===== config.mk =====
export PLATFORM = sky130hd
export DESIGN_NAME = wide_add_seq
export DESIGN_NICKNAME = d
export VERILOG_FILES = /design/src/rtl/wide_add_seq.sv
export SDC_FILE = /design/constraint.sdc
export NUM_CORES = 1
export LEC_CHECK = 0
export ABC_AREA = 0
export BUFFER_PORTS_ARGS = -buffer_cell sky130_fd_sc_hd__buf_2
export CORE_MARGIN = 4
export CORE_UTILIZATION = 38
export CTS_CLUSTER_DIAMETER = 60
export DETAILED_ROUTE_END_ITERATION = 6
export SYNTH_ARGS = -nofsm -noshare
export SYNTH_HDL_FRONTEND = slang
export SYNTH_SLANG_ARGS = --single-unit

===== constraint.sdc =====
create_clock -name clk -period 8.55 [get_ports clk]
set_input_delay 0 -clock clk [delete_from_list [all_inputs] [get_ports clk]]
set_output_delay 0 -clock clk [all_outputs]
set_load 0.03 [all_outputs]

===== src/rtl/wide_add_seq.sv =====
// Sequential wide adder: latches an N-bit operand pair, then ripples one W-bit
// slice per cycle through a registered carry, presenting {cout,sum} in DONE.
module wide_add_seq #(
  parameter int W      = 32,
  parameter int NWORDS = 4
) (
  input  logic                  clk,
  input  logic                  rst,
  input  logic                  in_valid,
  output logic                  in_ready,
  input  logic [W*NWORDS-1:0]   a,
  input  logic [W*NWORDS-1:0]   b,
  output logic                  out_valid,
  input  logic                  out_ready,
  output logic [W*NWORDS-1:0]   sum,
  output logic                  cout,
  output logic                  busy
);

  localparam int N  = W * NWORDS;
  localparam int IW = (NWORDS > 1) ? $clog2(NWORDS) : 1;
  localparam logic [IW-1:0] LAST = IW'(NWORDS - 1);

  typedef enum logic [1:0] {IDLE, RUN, DONE} state_t;

  state_t          state, state_nx;
  logic [N-1:0]    a_q, b_q;
  logic            carry;
  logic [IW-1:0]   idx;
  logic [W-1:0]    slice_sum;
  logic            slice_c;

  // One slice of the ripple: the only adder in the design.
  always_comb begin
    {slice_c, slice_sum} = {1'b0, a_q[idx*W +: W]} + {1'b0, b_q[idx*W +: W]}
                           + (W+1)'(carry);
  end

  always_comb begin
    state_nx  = state;
    in_ready  = 1'b0;
    out_valid = 1'b0;
    busy      = 1'b1;
    case (state)
      IDLE: begin
        in_ready = 1'b1;
        busy     = 1'b0;
        if (in_valid) state_nx = RUN;
      end
      RUN: begin
        if (idx == LAST) state_nx = DONE;
      end
      DONE: begin
        out_valid = 1'b1;
        if (out_ready) state_nx = IDLE;
      end
      default: state_nx = IDLE;
    endcase
  end

  always_ff @(posedge clk) begin
    if (rst) begin
      state <= IDLE;
      a_q   <= '0;
      b_q   <= '0;
      carry <= 1'b0;
      idx   <= '0;
      sum   <= '0;
      cout  <= 1'b0;
    end else begin
      state <= state_nx;
      case (state)
        IDLE: begin
          if (in_valid) begin
            a_q   <= a;
            b_q   <= b;
            carry <= 1'b0;
            idx   <= '0;
          end
        end
        RUN: begin
          sum[idx*W +: W] <= slice_sum;
          carry           <= slice_c;
          if (idx == LAST) cout <= slice_c;
          else             idx  <= idx + 1'b1;
        end
        default: ;
      endcase
    end
  end

endmodule


==> summary.md <==
| Metric | Value |
|---|---|
| Placeable Area | approximately 0.042 mm^2 |
| Slew Limit Headroom | 0.184 |
| Die Wd | approximately 220 um |
| Least-Margin Pin Slew | 1.22 ns |
| Via count | approximately 16000 |
| Ys flop type | dfxtp_1 |
| CTS tree | built |
| WL/cell | approximately 19 um |
| Final min period | around 4.5 ns |
| Synth Area in Compound Gates | 0.183 |
| Setup_tns | 0 ns |
| Max Clock Freq | 0.224 GHz |
| Distinct cells, synth | 56 |
| Ys Warns | 0 |
| Simple-Gate Fraction of Synth Area | 0.172 |
| Hold Vio Cnt, Final | 0 |
| Post-Route Utilization | 0.538 |
| Critical path class | flip-flop to flip-flop |
| Die height | ~220 um |
| Clock Skew | 0.0196 ns |
| Asr flop ratio synth | 0 |
| Clock Latency Late Sink | 0.57 ns |
| Seq cells post-synth | between 300 and 400 |
| PostCTS Resize Cnt | 0 |
| First-pass GRT wire length | 90600 um |
| DIE AREA | ~0.046 mm^2 |
| Mux contribution to synthesized area | 0.0887 |
| Hold EP | a_q[111] |
| Final setup viols | 0 |
| Fin crit share | 0.521 |
| IO Pins | a little under 400 |
| Pre-CTS setup slack | slightly above 4 ns |
| Initial drt markers | 1506 |
| CTS Sinks | between 300 and 400 |
| Worst path cell trace | buf_4 -> mux4_2 -> ha_1 -> a21oi_1 -> o21ai_0 -> a31oi_1 -> nand2_1 -> a221o_1 -> a41oi_1 -> xnor2_1 -> a22o_1 |
| HPWL after DPL | 38800 um |
| Max Fanout on Critical Path | a little over 40 |
| Crit path largest cell delay | around 0.8 ns |
| Slew Limit Fails | 0 |
| Number of global-route vias before repair | 16000 |
| Post-route ant nets | 0 |
| Drt drc | 0 |
| Commonest non-fill, non-tap cells in the layout | nand2_1 (561), buf_2 (390), dfxtp_1 (388) |
| Number of buffers created by CTS | between 40 and 50 |
| Ratio of cells with drive above 1 in the final layout | 0.225 |
| CTS H-tree lvls | 2 |
| Leakage power | between 9 and 10 nW |
| Synth Area per Inst | between 8 and 9 um^2 |
| Synth Area in Adders | 0.0307 |
| Maximum VDD drop | around 0.00012 V |
| Gr ovfl total | 0 |
| R2R depth | 11 |
| Initial antenna violation count | 4 |
| Area delta synth->final | 38.8% |
| Pwr dens | 201 mW/mm^2 |
| Hold path start | in_valid |
| Largest net degree at the start of global routing | 162 |
| RSZ-0062 raised after global routing | no |
| Setup crit end kind | flip-flop |
| Min-Delay Path Class | primary input to flip-flop |
| Inst Count DP | about 2700 |
| Final hold slack | ~0.21 ns |
| Max-Cap Viols | 0 |
| CTS Root Cell | clkbuf_16 |
| Syn Inst Count | approximately 1900 |
| Setup WS post-layout | just over 4 ns |
| RD Place Congestion | 0.879 |
| Min-Delay Path Depth | 4 |
| Row Count | 75 |
| Fill cells | 3737 |
| CP required | between 8 and 9 ns |
| Commonest non-fill, non-tap cell in the layout | nand2_1 |
| Post-Syn Area | 0.0164 mm^2 |
| Reg2reg setup slack | 4.10 ns |
| Routed WL | about 58000 um |
| Main combinational cell family by area after synthesis | compound AO/OA/AOI/OAI gates |
| Worst Path Buf+Inv | 1 |
| R2r endpoint | sum[30] |
| IO buf count | a little under 400 |
| Critical path arrival | just under 5 ns |
| Initial cell density of the core | 0.388 |
| Worst r2r src | idx[0] |
| Non-Filler Instances | roughly 3000 |
| Sequential cell area | between 0.007 and 0.008 mm^2 |
| Status | finished, final reports clean |
| Footprint of the multi-input gates | approximately 0.0080 mm^2 |
| CP Launch Type | flip-flop |
| Clock Path Buffers | 3 |
| Post-synthesis sequential area ratio | 0.477 |
| Slowest cell on crit path | dfxtp_4 |
| NumNets Final | ~2700 |
| Syn_nets | roughly 2200 |
| Via density | 5.34 |
| Clock slew seen by the registers of the worst setup and hold paths | ~0.060 ns |
| Pre-antenna DRT Iters | 5 |
| Critical path's top delay family | compound AO/OA/AOI/OAI gates |
| EDFF count, synth | 0 |
| Synth Area in XOR/XNOR | 0.0154 |
| Global Route Usage Sum | 0.241 |
[tightest hold or removal path: stages]
cell and delay, ns:
buf_2 0.11, nand2_4 0.35, nand2_1 0.19, a21oi_1 0.05
[state kept, by name, summed over array words and instances (netlist names)]
| register | count |
|---|---|
| a_q | 128 |
| b_q | 128 |
| sum | 128 |
| idx | 2 |
| state | 2 |
| carry | 1 |
| cout | 1 |
[cell families after synthesis]
group	after synthesis
fa+ha+maj	39
buf+inv	146
mux	65
compound gates	493
xor+xnor	28
simple gates	712
flops	390
[how the worst max path moves through the flow]
stage	from	endpoint	slack, ns	depth (start not counted)
floorplan	idx[0]	sum[118]	4.32	15
global placement	idx[0]	sum[63]	4.15	11
detailed placement	idx[0]	sum[112]	4.08	11
CTS	idx[0]	sum[112]	4.08	11
global route	idx[0]	sum[24]	3.69	11
finish	idx[0]	sum[30]	4.10	11
[power breakdown]
part | switching, mW | internal [mW]
Clock | 0.765 | 1.19
Combinational | 0.380 | 0.279
Sequential | 0.0511 | 1.90
[stage by stage]
step	power, mW	area, um^2
final	4.57	22700
after global routing	4.74	22700
after CTS	4.60	22700
after detailed placement	2.55	18600
after global placement	2.54	18600
after floorplan	2.33	16400
[cell usage after synthesis (7+ instances only)]
cell      count  area share
ha_1         37       0.028
xor2_1       11      0.0059
mux4_2       64       0.088
a21o_1       16      0.0073
nand2b_1      9      0.0034
inv_1         9      0.0021
o21ai_0      31      0.0095
a22oi_1      73       0.033
o21ai_1       9      0.0028
buf_1        15      0.0034
nor2b_1       7      0.0027
nor3_1        7      0.0021
and3_1        8      0.0031
a21oi_1     287       0.088
xnor2_1      16      0.0086
a22o_1       32       0.017
clkbuf_1    117       0.027
dfxtp_1     390        0.48
nand2_1     562        0.13
nor2_1       95       0.022
[metal layers]
metal | global-route usage | up-vias | share of wire
met3 | 0.0446 | 139 | 0.068
li1 | - | 7622 | -
met1 | 0.342 | 7702 | 0.46
met4 | 0.0865 | 0 | 0.035
met2 | 0.371 | 697 | 0.44
met5 | 0 | - | 0
[cell type report]
type / instances / area share
Multi-Input combinational cell: 1337 / 0.353
Clock buffer: 66 / 0.0565
Sequential cell: 390 / 0.344
Tap cell: 539 / 0.0297
Clock inverter: 16 / 0.00991
Inverter: 9 / 0.00149
Antenna cell: 4 / 0.000440
Timing Repair Buffer: 663 / 0.205
[what timing repair did]
item / CTS / global route
endpoints found under the hold margin: 266 / 0
hold buffers: 258 / 0
buffers inserted: 0 / 0
Power figures use the tool's default switching activity.
